`src/rtl/fp32_operand_assembler.sv`:
```
// rtl/fp32_operand_assembler.sv - frames UART bytes into FP32 alpha/bravo/acc operands for the MAC
module fp32_operand_assembler #(
   parameter int TIMEOUT_CYCLES = 100000,
   parameter bit BIG_ENDIAN     = 1'b1
) (
   input  logic        clk,
   input  logic        RSTL_I,
   input  logic [7:0]  rx_data,
   input  logic        rx_valid,
   input  logic [31:0] mac_result,
   input  logic        mac_result_valid,
   output logic [31:0] alpha_o,
   output logic [31:0] bravo_o,
   output logic [31:0] acc_o,
   output logic        mac_valid_o,
   input  logic        mac_ready_i,
   output logic        busy_o,
   output logic        frame_err_o
);

   localparam int            TW        = $clog2(TIMEOUT_CYCLES);
   localparam logic [TW-1:0] TMO_LAST  = TW'(TIMEOUT_CYCLES - 1);
   localparam logic [7:0]    HDR_FULL  = 8'hA5;
   localparam logic [7:0]    HDR_CHAIN = 8'h5A;

   typedef enum logic [1:0] {S_IDLE, S_COLLECT, S_PRESENT} state_t;

   state_t        state;
   logic          mode_full;
   logic [3:0]    byte_cnt;
   logic [TW-1:0] tmo_cnt;
   logic [31:0]   slot_a, slot_b, slot_c, stored_res;
   logic [31:0]   cur_slot, shifted, nxt_a, nxt_b, nxt_c;
   logic [3:0]    byte_cnt_inc;
   logic          last_byte;

   // Staging slots absorb payload; outputs only see them once the frame is complete.
   always_comb begin
      case (byte_cnt[3:2])
         2'd0:    cur_slot = slot_a;
         2'd1:    cur_slot = slot_b;
         default: cur_slot = slot_c;
      endcase
      shifted = BIG_ENDIAN ? {cur_slot[23:0], rx_data} : {rx_data, cur_slot[31:8]};
      nxt_a = slot_a;
      nxt_b = slot_b;
      nxt_c = slot_c;
      case (byte_cnt[3:2])
         2'd0:    nxt_a = shifted;
         2'd1:    nxt_b = shifted;
         default: nxt_c = shifted;
      endcase
      byte_cnt_inc = byte_cnt + 4'd1;
      last_byte    = (byte_cnt_inc == (mode_full ? 4'd12 : 4'd8));
   end

   always_ff @(posedge clk or negedge RSTL_I) begin
      if (!RSTL_I)               stored_res <= 32'd0;
      else if (mac_result_valid) stored_res <= mac_result;
   end

   always_ff @(posedge clk or negedge RSTL_I) begin
      if (!RSTL_I) begin
         state       <= S_IDLE;
         mode_full   <= 1'b0;
         byte_cnt    <= 4'd0;
         tmo_cnt     <= '0;
         slot_a      <= 32'd0;
         slot_b      <= 32'd0;
         slot_c      <= 32'd0;
         alpha_o     <= 32'd0;
         bravo_o     <= 32'd0;
         acc_o       <= 32'd0;
         mac_valid_o <= 1'b0;
         busy_o      <= 1'b0;
         frame_err_o <= 1'b0;
      end else begin
         frame_err_o <= 1'b0;
         case (state)
            S_IDLE: begin
               if (rx_valid) begin
                  if (rx_data == HDR_FULL || rx_data == HDR_CHAIN) begin
                     mode_full <= (rx_data == HDR_FULL);
                     byte_cnt  <= 4'd0;
                     tmo_cnt   <= '0;
                     slot_a    <= 32'd0;
                     slot_b    <= 32'd0;
                     slot_c    <= 32'd0;
                     busy_o    <= 1'b1;
                     state     <= S_COLLECT;
                  end else begin
                     frame_err_o <= 1'b1;
                  end
               end
            end
            S_COLLECT: begin
               if (rx_valid) begin
                  tmo_cnt  <= '0;
                  byte_cnt <= byte_cnt_inc;
                  slot_a   <= nxt_a;
                  slot_b   <= nxt_b;
                  slot_c   <= nxt_c;
                  if (last_byte) begin
                     alpha_o     <= nxt_a;
                     bravo_o     <= nxt_b;
                     // a result landing with the final byte is newer than the stored one
                     acc_o       <= mode_full ? nxt_c :
                                    (mac_result_valid ? mac_result : stored_res);
                     mac_valid_o <= 1'b1;
                     state       <= S_PRESENT;
                  end
               end else if (tmo_cnt == TMO_LAST) begin
                  busy_o      <= 1'b0;
                  frame_err_o <= 1'b1;
                  state       <= S_IDLE;
               end else begin
                  tmo_cnt <= tmo_cnt + 1'b1;
               end
            end
            S_PRESENT: begin
               if (rx_valid) frame_err_o <= 1'b1;
               if (mac_ready_i) begin
                  mac_valid_o <= 1'b0;
                  busy_o      <= 1'b0;
                  state       <= S_IDLE;
               end
            end
            default: state <= S_IDLE;
         endcase
      end
   end

endmodule
```
`config.mk`:
```
export PLATFORM = sky130hd
export DESIGN_NAME = fp32_operand_assembler
export DESIGN_NICKNAME = d
export VERILOG_FILES = /design/src/rtl/fp32_operand_assembler.sv
export SDC_FILE = /design/constraint.sdc
export NUM_CORES = 1
export LEC_CHECK = 0
export ABC_AREA = 1
export CAP_MARGIN = 30
export CORE_ASPECT_RATIO = 2
export CORE_MARGIN = 3
export CORE_UTILIZATION = 36
export DETAILED_ROUTE_END_ITERATION = 6
export PLACE_DENSITY = 0.55
export RECOVER_POWER = 25
export SETUP_SLACK_MARGIN = 0.3
export SLEW_MARGIN = 20
export SYNTH_ARGS = -nofsm -noshare
export SYNTH_HDL_FRONTEND = slang
export SYNTH_SLANG_ARGS = --single-unit
```
`constraint.sdc`:
```
create_clock -name clk -period 1.9 [get_ports clk]
set_input_delay 0.19 -clock clk [delete_from_list [all_inputs] [get_ports clk]]
set_output_delay 0.19 -clock clk [all_outputs]
set_load 0.01 [all_outputs]
```
==> flow_summary.ini <==
[grt]
grt_max_degree = 65
antenna_found_initial = 0
overflow = 0
grt_pass1_vias = 10360
grt_use_total = 0.1978
grt_pass1_wl_um = 55720

[job]
drv_cap = 0

[synth]
syn-num-nets = 1424
ys_seq_area_frac = 0.5364
synth_top_area_frac = 0.5364
syn_area_um2 = 11710
synth.area.top_cells = dfrtp_1 54%, nand2_1 12%, o21ai_0 9.2%
netlist_instances = 1372
yosys_warnings = 0
syn_avg_cell_area_um2 = 8.535
synth-edff-count = 0
synth-seq-cells = 251
ys.flop_type = dfrtp_1
yosysUniqueCellTypes = 33
synth_top_area_cell = dfrtp_1
async_reset_ff_frac = 1.000

[critical_path]
worst_setup_path_start_kind = flop
worstPathMaxFanout = 64
cp_data_arrival_time_ns = 2.26
critPathLaunch = byte_cnt[3]
r2r-start = byte_cnt[3]
rr_worst_depth = 5
rrSetupSlack_ns = 0.09
critical_path_class = flop to flop
critPathCaptureType = flop
required_ns = 2.35

[run_status]
outcome = finished clean

[clocking]
numCtsBuffers = 25
path_clk_slew_ns = 0.07
h-tree-depth = 1
cts.sinks = 251
clk_latency_ns = 0.54
tritoncts = done
clk_path_buf_depth = 3
cts_root_buf = clkbuf_16

[pwr]
combPwrFrac = 0.393
p_int_uw = 12440
seqPwrFrac = 0.338
peakVddDrop_mv = 0.7053
leakage_uw = 0.008261
p_sw_uw = 6791
pwr_density_cell_nw_per_um2 = 1125
power.share.clock = 0.268
swShare = 0.3531

[worst_hold_path]
hp-class = input pin to flop
min_path_cells = 4
min-delay-start = mac_result_valid

[floorplanning]
die_w_um = 133.5
start_util = 0.3686
die_area_um2 = 34860
ios = 144
placeableCoreArea_um2 = 31770
die-height_um = 261.1
rows = 92

[sta]
setup_viol = 0
finalHoldViolations = 0
tightest_slew_ns = 1.415
layout_min_cycle_time_ns = 1.806
fmax_mhz = 553.6
finalMaxSlewViolations = 0
min_period_over_period = 0.9507
worst_clock_skew_ns = 0.01987
max-slew-margin-rel = 0.05651
setup_tns_ns = 0
rsz0062_at_grt = yes

[final_layout]
stdcell_count = 2043
multi_input_area_um2 = 5265
synthToLayoutAreaGrowth_pct = 45.93
fillers = 2991
layout.nets = 1653
layout-drive-gt1-share = 0.2358
diodes = 0
register_area_um2 = 6290

[routing]
route.detailed.drc = 0
wl_per_cell_um = 17.63
routed_wl_um = 36030
viasPerCell = 5.016
first_pass_iters = 5
detail-route-antenna-nets = 0
vias = 10250
first_iter_violations = 634

[placed_design]
dp_hpwl_um = 21990
post-place-cells = 1914
gp_congestion = 0.8544
port_buffers = 143
==> final timing paths <==
| kind | to |
|---|---|
| setup / recovery | acc_o[12] |
| hold / removal | stored_res[23] |
| setup reg to reg | acc_o[12] |
| hold reg to reg | bravo_o[28] |
| max in group asynchronous | tmo_cnt[10] |
| min in group asynchronous | bravo_o[18] |
==> logic make-up (layout without fill, tap and decap cells) <==
logic type               after synthesis  after routing  share of synthesized area
AO/OA/AOI/OAI                        332            332                     0.1472
XOR/XNOR                               2              2                   0.001496
adder cells (fa/ha/maj)                7              7                   0.007479
buffers and inverters                197            445                    0.07661
flip-flops                           251            251                     0.5364
multiplexers                          54             54                    0.04701
AND/OR/NAND/NOR                      529            529                     0.1838
==> per-stage QoR <==
step                      utilization  power [uW]  hold WS [ns]  setup slack [ns]  area, um2
final                          0.5379       19230        0.1855           0.09369      17090
after global routing           0.5379       20280        0.2100           0.03834      17090
after CTS                      0.5066       18180        0.1656            0.1161      16100
after detailed placement       0.4390       11080        0.1479           -0.3390      13950
after global placement         0.4390       11010        0.1477           -0.3105      13950
after floorplan                     -        9461       -0.1056            0.2677      11720
==> flip-flops by register name (all words and copies together) (netlist names), 4 cells and up <==
name	cells
slot_c	32
slot_a	32
stored_res	32
bravo_o	32
slot_b	32
byte_cnt	4
acc_o	32
tmo_cnt	17
alpha_o	32
==> final cells by class <==
cell class | instances | area share
tap | 423 | 0.03097
clock buffer | 34 | 0.04269
timing repair inverter | 1 | 0.0009518
inverter | 111 | 0.02760
multi-input combinational | 924 | 0.3081
timing repair buffer | 287 | 0.2146
clock inverter | 12 | 0.007029
sequential | 251 | 0.3681
==> cells in the final DEF (no fill, tap or decap), types with 25 or more instances in the layout <==
master and instances:
a21oi_1 65, buf_12 33, buf_4 55, clkbuf_16 38
clkdlybuf4s50_1 116, dfrtp_1 244, inv_1 98, mux2i_1 46
nand2_1 320, nand2_2 25, nor2_1 90, o21ai_0 113
o21ai_1 69, o21ai_2 61
==> cells in the mapped netlist, types with 3 or more instances <==
cell type	count
nand2_1	359
a21oi_2	10
inv_1	108
o21ai_1	29
inv_2	3
clkbuf_1	31
buf_6	10
nand3_2	3
dfrtp_1	251
ha_1	7
nor2_1	94
buf_1	5
nand4_1	19
o21bai_1	5
nand3_1	40
mux2i_1	46
nor3_1	5
nand2_2	3
o21ai_0	215
a21oi_1	68
mux2_2	8
buf_4	13
buf_2	25
==> power groups by stage <==
stage                     clock (uW)  combinational [uW]  sequential [uW]
after detailed placement           0                4500             6580
after global routing            5520                8170             6590
after global placement             0                4450             6560
final                           5160                7560             6510
after CTS                       5300                6390             6490
after floorplan                    0                3000             6470
==> worst max-delay path, cell delays in order, from the launching register on <==
cell and delay (ns):
dfrtp_2 0.41, buf_4 0.16, buf_12 0.18, o21ai_0 0.62, mux2i_1 0.16, a21oi_1 0.17
==> timing repair <==
action                                  CTS  global route
hold buffers                              1             0
cloned                                   19            15
setup buffers                            38            10
resized for setup                       184           202
pin swaps                                14            18
endpoints found under the setup margin  317           299
endpoints found under the hold margin   160             0
==> metal layers <==
layer / vias up / GRT usage / wire length, um
li1: 4954 / - / -
met2: 198 / 0.3758 / 20190
met4: 0 / 0.06550 / 1081
met1: 5041 / 0.2299 / 13690
met3: 54 / 0.02172 / 1057
met5: - / 0 / 0
Note: power is estimated with default switching activity, not from simulation.
